[src/rtl/pe_filter_receiver.sv]
// pe_filter_receiver
//   PE-side receiver for one lane of the weight buffer's six-lane filter packet
//   stream. Collects the three 32-bit beats of every layer addressed to this
//   lane into NUM_LAYERS rows of 88 bits (11 byte columns each). It raises
//   filter_ready once the whole set is held and serves byte reads to the MAC
//   datapath. Layer-order violations, overruns and truncated transfers are
//   flagged.
//
// Ports
//   clk           clock
//   rst_n         asynchronous reset, active HIGH despite the name
//   packet_in     lane packet {data[31:0], valid, packet_idx[4:0]} packed MSB
//                 first: data=[37:6], valid=[5], packet_idx=[4:0] with
//                 packet_idx = {layer[1:0], lane[2:0]}
//   finish_in     end-of-stream pulse from the weight buffer
//   clear         flush request from the controller
//   rd_en         byte read request
//   rd_layer      row (layer) to read
//   rd_col        byte column 0..10 to read
//   filter_ready  complete filter set held
//   rd_valid      rd_data valid (one cycle after rd_en)
//   rd_data       filter byte, 0 when the set is not complete or out of range
//   seq_err       sticky: wrong layer index, or a beat arrived while full
//   incomplete    sticky: finish_in seen with a partial set
module pe_filter_receiver #(
  parameter int unsigned PE_ID      = 0,
  parameter int unsigned NUM_LAYERS = 4
) (
  input  logic        clk,
  input  logic        rst_n,
  input  logic [37:0] packet_in,
  input  logic        finish_in,
  input  logic        clear,
  input  logic        rd_en,
  input  logic [1:0]  rd_layer,
  input  logic [3:0]  rd_col,
  output logic        filter_ready,
  output logic        rd_valid,
  output logic [7:0]  rd_data,
  output logic        seq_err,
  output logic        incomplete
);

  localparam int unsigned DATA_W   = 32;
  localparam int unsigned ROW_W    = 88;
  localparam int unsigned NUM_COLS = 11;
  localparam int unsigned LANE_W   = 3;
  localparam int unsigned LAYER_W  = 2;
  localparam int unsigned BEAT_W   = 2;

  typedef enum logic [1:0] {
    IDLE = 2'd0,
    RECV = 2'd1,
    FULL = 2'd2
  } state_t;

  state_t                state_q, state_nxt;
  logic [BEAT_W-1:0]     beat_cnt_q, beat_cnt_nxt;
  logic [LAYER_W-1:0]    layer_cnt_q, layer_cnt_nxt;
  logic [ROW_W-1:0]      row_q [NUM_LAYERS];

  logic [DATA_W-1:0]     pkt_data_c;
  logic                  pkt_valid_c;
  logic [LAYER_W-1:0]    pkt_layer_c;
  logic [LANE_W-1:0]     pkt_lane_c;

  logic                  beat_hit_c;
  logic                  layer_ok_c;
  logic                  last_beat_c;
  logic                  wr_en_c;
  logic                  seq_err_set_c;
  logic                  incomplete_set_c;
  logic                  flags_clr_c;

  logic [ROW_W-1:0]      rd_row_c;
  logic [7:0]            rd_byte_c;

  // Unpack the lane packet.
  assign pkt_data_c  = packet_in[37:6];
  assign pkt_valid_c = packet_in[5];
  assign pkt_layer_c = packet_in[4:3];
  assign pkt_lane_c  = packet_in[2:0];

  // Beat addressed to this lane, whether or not it is in order.
  assign beat_hit_c  = pkt_valid_c && (pkt_lane_c == LANE_W'(PE_ID));
  assign layer_ok_c  = (pkt_layer_c == layer_cnt_q);
  assign last_beat_c = (beat_cnt_q == BEAT_W'(2)) &&
                       (layer_cnt_q == LAYER_W'(NUM_LAYERS - 1));

  // Next-state, counter and flag control.
  always_comb begin
    state_nxt        = state_q;
    beat_cnt_nxt     = beat_cnt_q;
    layer_cnt_nxt    = layer_cnt_q;
    wr_en_c          = 1'b0;
    seq_err_set_c    = 1'b0;
    incomplete_set_c = 1'b0;
    flags_clr_c      = 1'b0;

    if (clear) begin
      // Flush wins over any beat or finish in the same cycle.
      state_nxt     = IDLE;
      beat_cnt_nxt  = '0;
      layer_cnt_nxt = '0;
      flags_clr_c   = 1'b1;
    end else begin
      case (state_q)
        IDLE, RECV: begin
          if (beat_hit_c) begin
            if (layer_ok_c) begin
              wr_en_c = 1'b1;
              if (last_beat_c) begin
                state_nxt     = FULL;
                beat_cnt_nxt  = '0;
                layer_cnt_nxt = '0;
              end else begin
                state_nxt = RECV;
                if (beat_cnt_q == BEAT_W'(2)) begin
                  beat_cnt_nxt  = '0;
                  layer_cnt_nxt = layer_cnt_q + LAYER_W'(1);
                end else begin
                  beat_cnt_nxt = beat_cnt_q + BEAT_W'(1);
                end
              end
            end else begin
              // Out-of-order layer: drop the beat, counters hold.
              seq_err_set_c = 1'b1;
            end
          end
          // Stream ended early; a finish together with the final beat is a
          // normal completion.
          if ((state_q == RECV) && finish_in && !(wr_en_c && last_beat_c)) begin
            incomplete_set_c = 1'b1;
            state_nxt        = IDLE;
            beat_cnt_nxt     = '0;
            layer_cnt_nxt    = '0;
          end
        end
        FULL: begin
          if (beat_hit_c) begin
            seq_err_set_c = 1'b1;
          end
        end
        default: begin
          state_nxt     = IDLE;
          beat_cnt_nxt  = '0;
          layer_cnt_nxt = '0;
        end
      endcase
    end
  end

  // Read byte selection; only a complete set is visible.
  always_comb begin
    rd_row_c  = '0;
    rd_byte_c = '0;
    if ((state_q == FULL) && ({1'b0, rd_layer} < 3'(NUM_LAYERS))) begin
      rd_row_c = row_q[rd_layer];
      for (int k = 0; k < NUM_COLS; k++) begin
        if (rd_col == 4'(k)) begin
          rd_byte_c = rd_row_c[8*k +: 8];
        end
      end
    end
  end

  // State, counters and status flags.
  always_ff @(posedge clk or posedge rst_n) begin
    if (rst_n) begin
      state_q      <= IDLE;
      beat_cnt_q   <= '0;
      layer_cnt_q  <= '0;
      filter_ready <= 1'b0;
      seq_err      <= 1'b0;
      incomplete   <= 1'b0;
    end else begin
      state_q      <= state_nxt;
      beat_cnt_q   <= beat_cnt_nxt;
      layer_cnt_q  <= layer_cnt_nxt;
      filter_ready <= (state_nxt == FULL);
      seq_err      <= flags_clr_c ? 1'b0 : (seq_err | seq_err_set_c);
      incomplete   <= flags_clr_c ? 1'b0 : (incomplete | incomplete_set_c);
    end
  end

  // Row storage: beat0 fills the top 24 bits, beats 1 and 2 the lower words.
  always_ff @(posedge clk or posedge rst_n) begin
    if (rst_n) begin
      for (int i = 0; i < NUM_LAYERS; i++) begin
        row_q[i] <= '0;
      end
    end else if (wr_en_c) begin
      case (beat_cnt_q)
        2'd0:    row_q[layer_cnt_q][87:64] <= pkt_data_c[23:0];
        2'd1:    row_q[layer_cnt_q][63:32] <= pkt_data_c;
        default: row_q[layer_cnt_q][31:0]  <= pkt_data_c;
      endcase
    end
  end

  // Registered read port.
  always_ff @(posedge clk or posedge rst_n) begin
    if (rst_n) begin
      rd_valid <= 1'b0;
      rd_data  <= '0;
    end else begin
      rd_valid <= rd_en;
      rd_data  <= rd_en ? rd_byte_c : '0;
    end
  end

endmodule
[config.mk]
export PLATFORM = sky130hd
export DESIGN_NAME = pe_filter_receiver
export DESIGN_NICKNAME = d
export VERILOG_FILES = /design/src/rtl/pe_filter_receiver.sv
export SDC_FILE = /design/constraint.sdc
export NUM_CORES = 1
export LEC_CHECK = 0
export BUFFER_PORTS_ARGS = -buffer_cell sky130_fd_sc_hd__buf_2
export CORE_MARGIN = 5
export CORE_UTILIZATION = 30
export DETAILED_ROUTE_END_ITERATION = 6
export SETUP_SLACK_MARGIN = 0.2
export SKIP_CTS_REPAIR_TIMING = 1
export SYNTH_ARGS = -nofsm -noshare
export SYNTH_HDL_FRONTEND = slang
export SYNTH_SLANG_ARGS = --single-unit
[constraint.sdc]
create_clock -name clk -period 17.05 [get_ports clk]
set_input_delay 2.5575 -clock clk [delete_from_list [all_inputs] [get_ports clk]]
set_output_delay 2.5575 -clock clk [all_outputs]
set_load 0.02 [all_outputs]
## Word level (Yosys, flattened, before mapping)

Cells that the tools add are included.
Widths: inputs -> output; s select.

- $add $sub $neg: 2
- Order comparisons: 3
- Eq/ne operators: 21
- Mux-type cells: 63
- Bitwise logic cells: 4
- Reductions and logical operators: 14

Operators with widths:

| operator | number |
|---|---|
| $bwmux 352 | 3 |
| $pmux 352 s2 | 1 |
| $demux 88 s2 | 3 |
| $mux 88 | 3 |
| $bmux 88 s2 | 1 |
| $mux 8 | 13 |
| $mux 64 | 1 |
| $mux 2 | 17 |
| $mux 32 | 1 |
| $eq 4x3->1 const B | 4 |
| $mux 1 | 16 |
| $eq 4x4->1 const B | 3 |
| $pmux 2 s2 | 3 |
| $eq 2x2->1 const B | 4 |
| $eq 4x2->1 const B | 2 |
| $ne 4x4->1 const B | 2 |
| $ge 3x3->1 const B | 2 |
| $logic_and 1x1->1 | 6 |
| $not 2->3 | 2 |
| $ne 5x5->1 const B | 1 |
| $add 2x1->2 const B | 2 |
| $eq 2x1->1 const B | 2 |
| $eq 4x1->1 const B | 1 |
| $logic_not 2->1 | 2 |
| other kinds (11) | 12 |

- Register bits: 370
- Bits of input ports: 49
- Output and inout bits: 12
- Logic and storage cells: 119

## Longest topological paths before layout

Gate-level depths: netlist of the first run.

- Word-level depth: 17
- Gate-level depth with buffers: 9
- Gate-level depth less buffers: 6

## Least setup slack after synthesis of the first run

OpenSTA, ideal clock, no wires.

- Path type: input -> register
- Start: input port rd_layer[0]
- End: register rd_data[2]
- Library setup time: 0.132 ns
- Arrival: 4.121 ns
- Required time: 16.918 ns
- Path slack: 12.797 ns
- Stages: 7
- Buffers on the path: 3
- Cell sequence: buf_4 buf_4 buf_4 mux4_2 mux2_2 o32ai_1 nor3_1

- Longest elaborated chain between the ends: 17

RTL lines:

| what | line | text |
|---|---|---|
| from (decl) | 35 | `input logic [1:0] rd_layer,` |
| $not 2->3 (implied by the code) * | 158 | `rd_row_c = row_q[rd_layer];` |
| $bmux 88 s2 * | 158 |  |
| $mux 88 (implied by the code) * (2 in series) | 158 |  |
| $mux 8 (10 in series) | 160 | `if (rd_col == 4'(k)) begin` |
| $mux 8 * | 160 |  |
| $mux 8 * | 157 | `if ((state_q == FULL) && ({1'b0, rd_layer} < 3'(NUM_LAYERS))) begin` |
| $mux 8 * | 208 | `rd_data <= rd_en ? rd_byte_c : '0;` |
| to (signal assigned) | 208 |  |
| to (decl) | 39 | `output logic [7:0] rd_data,` |

Every way passes the cells marked *; elsewhere a longest branch is shown, timed or not. The select of a mux whose other input is x is not followed.
A chain may end at the register's enable or synchronous reset.

## Worst setup path in the final report of the first run

Same ends and word-level chain as after synthesis.

==> metrics.log, run 1 <==
[metrics] result of the run: complete, no violations
[metrics] path category of the worst min-delay check: flip-flop to flip-flop
[metrics] num rows: 87
[metrics] Clock Skews: 0.01860 ns
[metrics] TritonCTS clock tree: done
[metrics] final weighted congestion in routability-driven placement: 0.7955
[metrics] Fillers: 5,477
[metrics] start of the worst register-to-register path: layer_cnt_q[0]
[metrics] Net Count, Synth: 1,154
[metrics] Mapped Avg Cell Area: 15.51 um2
[metrics] post-synthesis sequential area ratio: 0.5421
[metrics] Chip Width: 248.6 um
[metrics] final setup TNS: 0 ns
[metrics] core region area: 0.05639 mm2
[metrics] wire length of the first global-routing pass: 67,340 um
[metrics] top area cells in the synthesized netlist: sky130_fd_sc_hd__dfrtp_1 (54%), sky130_fd_sc_hd__mux2_2 (23%), sky130_fd_sc_hd__mux4_2 (12%)
[metrics] cell at the root of the clock tree: sky130_fd_sc_hd__clkbuf_16
[metrics] starting density of the core: 0.3029
[metrics] # DRC: 0
[metrics] Final Hold Vio Count: 0
[metrics] number of enable flip-flop cells after synthesis: 0
[metrics] critical path start-end classification: primary input to flip-flop
[metrics] DR WL/cell: 22.53 um
[metrics] H-tree levels: 2
[metrics] largest driver fanout on the critical path: 44
[metrics] clock latency at the later pin of the worst-skew pair: 0.55 ns
[metrics] post-synthesis cell count: 1,101
[metrics] number of buffers created by CTS: 39
[metrics] cell accounting for the most synthesized area: sky130_fd_sc_hd__dfrtp_1
[metrics] Worst slew margin: 0.2812
[metrics] clock-pin slew on the worst setup and hold paths: 0.06 ns
[metrics] clk buf depth: 3
[metrics] pin count of the biggest net entering global routing: 138
[metrics] count of port buffers added during placement: 60
[metrics] number of maximum-capacitance constraint violations: 0
[metrics] Max Clk Rate: 0.1992 GHz
[metrics] arrival time at the worst endpoint: 5.44 ns
[metrics] antenna violation net count after detailed routing: 0
[metrics] combined area of all synthesized cells: 0.01708 mm2
[metrics] Die Span Y: 248.6 um
[metrics] commonest non-fill, non-tap cell in the layout: sky130_fd_sc_hd__dfrtp_1
[metrics] total power: 0.001879 W
[metrics] Starting DRT DRC Count: 676
[metrics] biggest cell delay along the critical path: 0.87 ns
[metrics] Critical-path top delay cell: sky130_fd_sc_hd__buf_4
[metrics] fin. max-slew vios: 0
[metrics] combined global-route utilization of all metal layers: 0.1384
[metrics] category of the worst setup path capture point: flip-flop
[metrics] number of nets in the final layout: 1,175
[metrics] commonest cells after routing, fill and taps aside: sky130_fd_sc_hd__dfrtp_1 (370), sky130_fd_sc_hd__mux2_2 (349), sky130_fd_sc_hd__mux4_2 (90)
[metrics] detailed placement HPWL: 26,010 um
[metrics] Yosys warning total: 0
[metrics] leakage dissipation: 9.245 nW
[metrics] synthesis-to-layout area growth: 12.46%
[metrics] share of layout cells above drive strength 1: 0.5187
[metrics] Buf+Inv Stages, Crit Path: 2
[metrics] fraction of post-synthesis cell area in the top cell type by area: 0.5421
[metrics] number of search-and-repair iterations in the first detailed-routing pass: 5
[metrics] Critical Path Stages: 7
[metrics] DR vias/cell: 5.084
[metrics] post-layout min period: 5.020 ns
[metrics] Top-Level Pins: 61
[metrics] via count of the first global-routing pass: 10,464
[metrics] final worst-path cycle share: 0.2944
[metrics] data required time of the worst path: 17.47 ns
[metrics] peak supply drop: 66.15 uV
[metrics] Unique masters post-synth: 54
[metrics] Critical Path Start: rd_layer[0]
[metrics] reg-to-reg slack, setup: 14.28 ns
[metrics] R2R depth: 6
[metrics] final global-route overflow total: 0
[metrics] total wire length after detailed routing: 43,030 um
[metrics] crit path launch type: primary input
[metrics] initial antenna violation count: 9
[metrics] number of sinks driven by the clock tree: 370
[metrics] Setup crit end: rd_data[2]
[metrics] crit-path cells: buf_6 > buf_4 > mux4_2 > mux2_2 > or3_1 > a32oi_1 > nor3_1
[metrics] number of setup violations in the final report: 0
[metrics] RSZ-0062 raised after global routing: no
[metrics] total power per unit cell area: 97.84 mW/mm2
[metrics] routed via count: 9,710
[metrics] flip-flop cell with the highest count after synthesis: sky130_fd_sc_hd__dfrtp_1
[metrics] #FFs+latches synth: 370
[metrics] die area: 0.06180 mm2
[metrics] Worst path top cell family by delay: buffers and inverters
[metrics] asr flop ratio synth: 1.000
[metrics] Slew @ Worst Pin: 1.078 ns
==> how the worst min path moves through the flow <==
| stage | cells after the start | startpoint | slack (ns) | to |
|---|---|---|---|---|
| after floorplan | 1 | flip-flop | 0.46 | flip-flop |
| after global placement | 1 | flip-flop | 0.47 | flip-flop |
| after detailed placement | 1 | flip-flop | 0.48 | flip-flop |
| after CTS | 1 | flip-flop | 0.50 | flip-flop |
| after global routing | 1 | flip-flop | 0.51 | flip-flop |
| final | 1 | flip-flop | 0.49 | flip-flop |
==> report_power, final <==
| group | internal (W) | switching [W] |
|---|---|---|
| Clock | 0.000499 | 0.000357 |
| Combinational | 0.0000448 | 0.0000692 |
| Sequential | 0.000898 | 0.0000107 |
| Total | 0.00144 | 0.000437 |
==> per-stage QoR <==
step	setup WS (ns)	cells	util	hold WS, ns	area [um2]
6_report	12.03	1910	0.3407	0.4928	19210
5_1_grt	11.82	1909	0.3406	0.5091	19210
4_1_cts	12.01	1907	0.3405	0.4952	19200
3_5_place_dp	11.43	1837	0.3178	0.4819	17920
3_3_place_gp	11.43	1837	0.3178	0.4735	17920
2_1_floorplan	4.219	1101	-	0.4587	17080
==> cell usage after synthesis (3+ instances only) <==
cell / number
sky130_fd_sc_hd__dfrtp_1: 370
sky130_fd_sc_hd__mux2_2: 349
sky130_fd_sc_hd__mux4_2: 90
sky130_fd_sc_hd__clkbuf_1: 39
sky130_fd_sc_hd__nand2_1: 35
sky130_fd_sc_hd__buf_2: 24
sky130_fd_sc_hd__a21oi_1: 17
sky130_fd_sc_hd__buf_4: 16
sky130_fd_sc_hd__nor2_1: 16
sky130_fd_sc_hd__buf_6: 13
sky130_fd_sc_hd__o21ai_0: 13
sky130_fd_sc_hd__mux2i_1: 11
sky130_fd_sc_hd__inv_1: 7
sky130_fd_sc_hd__o22ai_1: 7
sky130_fd_sc_hd__nor3_1: 6
sky130_fd_sc_hd__a211oi_1: 5
sky130_fd_sc_hd__mux2_1: 5
sky130_fd_sc_hd__mux2_4: 5
sky130_fd_sc_hd__nand2b_1: 5
sky130_fd_sc_hd__and2_1: 4
sky130_fd_sc_hd__ha_1: 4
sky130_fd_sc_hd__nand2_4: 4
sky130_fd_sc_hd__nor2b_1: 4
sky130_fd_sc_hd__a2111oi_0: 3
sky130_fd_sc_hd__a311oi_1: 3
sky130_fd_sc_hd__buf_1: 3
sky130_fd_sc_hd__nand3_1: 3
sky130_fd_sc_hd__nand4_1: 3
==> per-layer routing <==
metal / GRT usage / up-vias / share of wire
met1: 0.1838 / 5299 / 0.43
met2: 0.2342 / 216 / 0.50
met4: 0.03500 / 4 / 0.021
met3: 0.02727 / 54 / 0.046
li1: - / 4137 / -
met5: 0 / - / 0.00063
==> logic make-up (layout without fill, tap and decap cells) <==
family / after synthesis / in the layout / synth area share
mux: 460 / 460 / 0.3629
flops: 370 / 370 / 0.5421
buf+inv: 103 / 153 / 0.03362
simple gates: 94 / 94 / 0.03077
compound gates: 68 / 68 / 0.02667
fa+ha+maj: 4 / 4 / 0.002930
xor+xnor: 2 / 2 / 0.001026
other cells: 0 / 3 / 0
==> layout make-up <==
| class | count | area [um2] | share of cell area |
|---|---|---|---|
| Sequential cell | 370 | 9259 | 0.4820 |
| Multi-Input combinational cell | 628 | 7257 | 0.3778 |
| Clock buffer | 55 | 1096 | 0.05706 |
| Tap cell | 756 | 945.9 | 0.04924 |
| Timing Repair Buffer | 75 | 421.7 | 0.02195 |
| Clock inverter | 15 | 183.9 | 0.009575 |
| Inverter | 8 | 37.54 | 0.001954 |
| Antenna cell | 3 | 7.507 | 0.0003908 |
Power figures use the tool's default switching activity.
==> run 2: changes to the inputs <==
--- a/config.mk
+++ b/config.mk
@@ -5,6 +5,7 @@
 export SDC_FILE = /design/constraint.sdc
 export NUM_CORES = 1
 export LEC_CHECK = 0
+export ABC_AREA = 1
 export BUFFER_PORTS_ARGS = -buffer_cell sky130_fd_sc_hd__buf_2
 export CORE_MARGIN = 5
 export CORE_UTILIZATION = 30
==> constraint.sdc (replaced) <==
create_clock -name clk -period 4.1 [get_ports clk]
set_input_delay 0.615 -clock clk [delete_from_list [all_inputs] [get_ports clk]]
set_output_delay 0.615 -clock clk [all_outputs]
set_load 0.02 [all_outputs]
==> run 2 against run 1 <==
Final area rose by 0.42%. Final cell count rose by 48%. Synthesized cell count rose by 85%.
==> metrics.log, run 2 <==
[metrics] number of maximum-capacitance constraint violations: 0
[metrics] total wire length after detailed routing: 51,700 um
[metrics] initial antenna violation count: 2
[metrics] largest driver fanout on the critical path: 40
[metrics] placed cells: 2,746
[metrics] Yosys warning total: 0
[metrics] most used standard cell by instance count after synthesis: sky130_fd_sc_hd__nand2_1
[metrics] leakage dissipation: 9.082 nW
[metrics] final hold slack: 0.2342 ns
[metrics] share of layout cells above drive strength 1: 0.09038
[metrics] final global-route overflow total: 0
[metrics] count of port buffers added during placement: 60
[metrics] post-synthesis sequential area ratio: 0.5464
[metrics] utilization after layout: 0.3434
[metrics] wire length of the first global-routing pass: 81,280 um
[metrics] total power per unit cell area: 449.0 mW/mm2
[metrics] post-synthesis cell count: 2,041
[metrics] final non-filler cell total: 2,825
[metrics] number of nets in the final layout: 2,089
[metrics] routed via count: 14,014
[metrics] asr flop ratio synth: 1.000
[metrics] number of setup violations in the final report: 0
[metrics] final critical-path setup slack: 1.513 ns
[metrics] top area cells in the synthesized netlist: sky130_fd_sc_hd__dfrtp_1 (55%), sky130_fd_sc_hd__nand2_1 (9.4%), sky130_fd_sc_hd__a21oi_1 (7.6%)
[metrics] data required time of the worst path: 4.53 ns
[metrics] pin count of the biggest net entering global routing: 90
[metrics] commonest non-fill, non-tap cell in the layout: sky130_fd_sc_hd__nand2_1
[metrics] DR WL/cell: 18.30 um
[metrics] H-tree levels: 2
[metrics] Mapped Avg Cell Area: 8.303 um2
[metrics] Fillers: 5,838
[metrics] most used cell along the critical path: sky130_fd_sc_hd__nand2_1
[metrics] combined area of all synthesized cells: 0.01695 mm2
[metrics] commonest cells after routing, fill and taps aside: sky130_fd_sc_hd__nand2_1 (425), sky130_fd_sc_hd__dfrtp_1 (370), sky130_fd_sc_hd__nor2_1 (311)
[metrics] number of diodes: 0
[metrics] Net Count, Synth: 2,094
[metrics] # DRC: 0
[metrics] Final Hold Vio Count: 0
[metrics] flip-flop cell with the highest count after synthesis: sky130_fd_sc_hd__dfrtp_1
[metrics] number of buffers created by CTS: 44
[metrics] clock-pin slew on the worst setup and hold paths: 0.06 ns
[metrics] number of enable flip-flop cells after synthesis: 0
[metrics] Die Span Y: 247.7 um
[metrics] cell at the root of the clock tree: sky130_fd_sc_hd__clkbuf_16
[metrics] Top-Level Pins: 61
[metrics] cell accounting for the most synthesized area: sky130_fd_sc_hd__dfrtp_1
[metrics] arrival time at the worst endpoint: 3.02 ns
[metrics] peak supply drop: 239.6 uV
[metrics] fin. max-slew vios: 0
[metrics] fraction of post-synthesis cell area in the top cell type by area: 0.5464
[metrics] clk buf depth: 3
[metrics] Worst slew margin: 0.3215
[metrics] synthesis-to-layout area growth: 13.83%
[metrics] critical path start-end classification: flip-flop to flip-flop
[metrics] most used routing layer in global routing: met2
[metrics] crit-path cells: xnor2_1 > nand2_1 > nor2_2 > inv_2 > nor2_8 > nand3_2 > buf_4 > nand2_1 > o21ai_0
[metrics] category of the worst setup path capture point: flip-flop
[metrics] Max Clk Rate: 0.3866 GHz
[metrics] Slew @ Worst Pin: 1.018 ns
[metrics] cell types with the highest counts after synthesis: sky130_fd_sc_hd__nand2_1 (425), sky130_fd_sc_hd__dfrtp_1 (370), sky130_fd_sc_hd__nor2_1 (314)
[metrics] Starting DRT DRC Count: 1,624
[metrics] via count of the first global-routing pass: 13,717
[metrics] combined global-route utilization of all metal layers: 0.1686
[metrics] result of the run: complete, no violations
[metrics] clock latency at the later pin of the worst-skew pair: 0.56 ns
[metrics] starting density of the core: 0.3017
[metrics] global routing usage on met1: 0.2375
[metrics] Unique masters post-synth: 36
[metrics] final worst-path cycle share: 0.6309
[metrics] DR vias/cell: 4.961
[metrics] num rows: 87
[metrics] core region area: 0.05617 mm2
[metrics] TritonCTS clock tree: done
[metrics] post-layout min period: 2.587 ns
[metrics] Clock Skews: 0.01460 ns
[metrics] biggest cell delay along the critical path: 0.55 ns
[metrics] number of sinks driven by the clock tree: 370
[metrics] Critical-path top delay cell: sky130_fd_sc_hd__nand3_2
[metrics] global-route met2 utilization: 0.2622
[metrics] antenna violation net count after detailed routing: 0
[metrics] final weighted congestion in routability-driven placement: 0.8206
[metrics] worst-case setup slack after placement: 1.035 ns
[metrics] crit path launch type: flip-flop
[metrics] number of search-and-repair iterations in the first detailed-routing pass: 6
[metrics] die area: 0.06134 mm2
[metrics] Chip Width: 247.7 um
[metrics] path category of the worst min-delay check: primary input to flip-flop
[metrics] global routing usage on met3: 0.02725
[metrics] detailed placement HPWL: 31,900 um
[metrics] RSZ-0062 raised after global routing: no
[metrics] #FFs+latches synth: 370
==> run 2: stage by stage <==
stage                     instance area (um2)  TNS [ns]  total power (W)
final                                   19290         0         0.008662
after global routing                    19290         0         0.009019
after CTS                               19290         0         0.008742
after detailed placement                17830         0         0.004800
after global placement                  17830         0         0.004771
after floorplan                         16950   -548.03         0.004550
==> run 2: worst max-delay path, delay by kind of cell, from the launching register on <==
kind / cells / cell delay, ns
AO/OA/AOI/OAI: 1 / 0.08
XOR/XNOR: 1 / 0.18
buffers and inverters: 2 / 0.60
flip-flops: 1 / 0.47
AND/OR/NAND/NOR: 5 / 1.10
==> run 2: path summary, 6_finish.rpt <==
path,from,to,slack (ns),cells past startpoint
max,layer_cnt_q[0],flip-flop,1.51,9
min,rd_en,rd_valid,0.23,1
max reg2reg,layer_cnt_q[0],flip-flop,1.51,9
min reg2reg,flip-flop,flip-flop,0.48,2
max in group asynchronous,rst_n,async pin,2.88,3
min in group asynchronous,rst_n,async pin,0.25,2
==> run 2: where the power goes <==
part / internal [W] / switching (W) / leakage (nW)
Sequential: 0.00386 / 0.000119 / 5.08
Clock: 0.00237 / 0.00155 / 0.716
Combinational: 0.000244 / 0.000511 / 3.29
==> run 2: kinds of logic after synthesis <==
family	Yosys count	synth area share
compound gates	522	0.1659
simple gates	881	0.2134
xor+xnor	2	0.001034
flops	370	0.5464
buf+inv	259	0.06837
mux	3	0.001993
fa+ha+maj	4	0.002953
==> run 2: area by class of cell <==
class | count | area, um2 | share of cell area
clock buffer | 68 | 1343 | 0.06960
inverter | 116 | 442.9 | 0.02296
timing repair buffer | 92 | 634.4 | 0.03289
tap | 756 | 945.9 | 0.04904
clock inverter | 11 | 113.9 | 0.005903
multi-input combinational | 1412 | 6551 | 0.3396
sequential | 370 | 9259 | 0.4800
==> run 2: routing by layer <==
metal | part of all wire | vias up
met5 | 0.00044 | -
met4 | 0.035 | 4
met3 | 0.058 | 96
met2 | 0.45 | 432
met1 | 0.45 | 6790
li1 | - | 6692
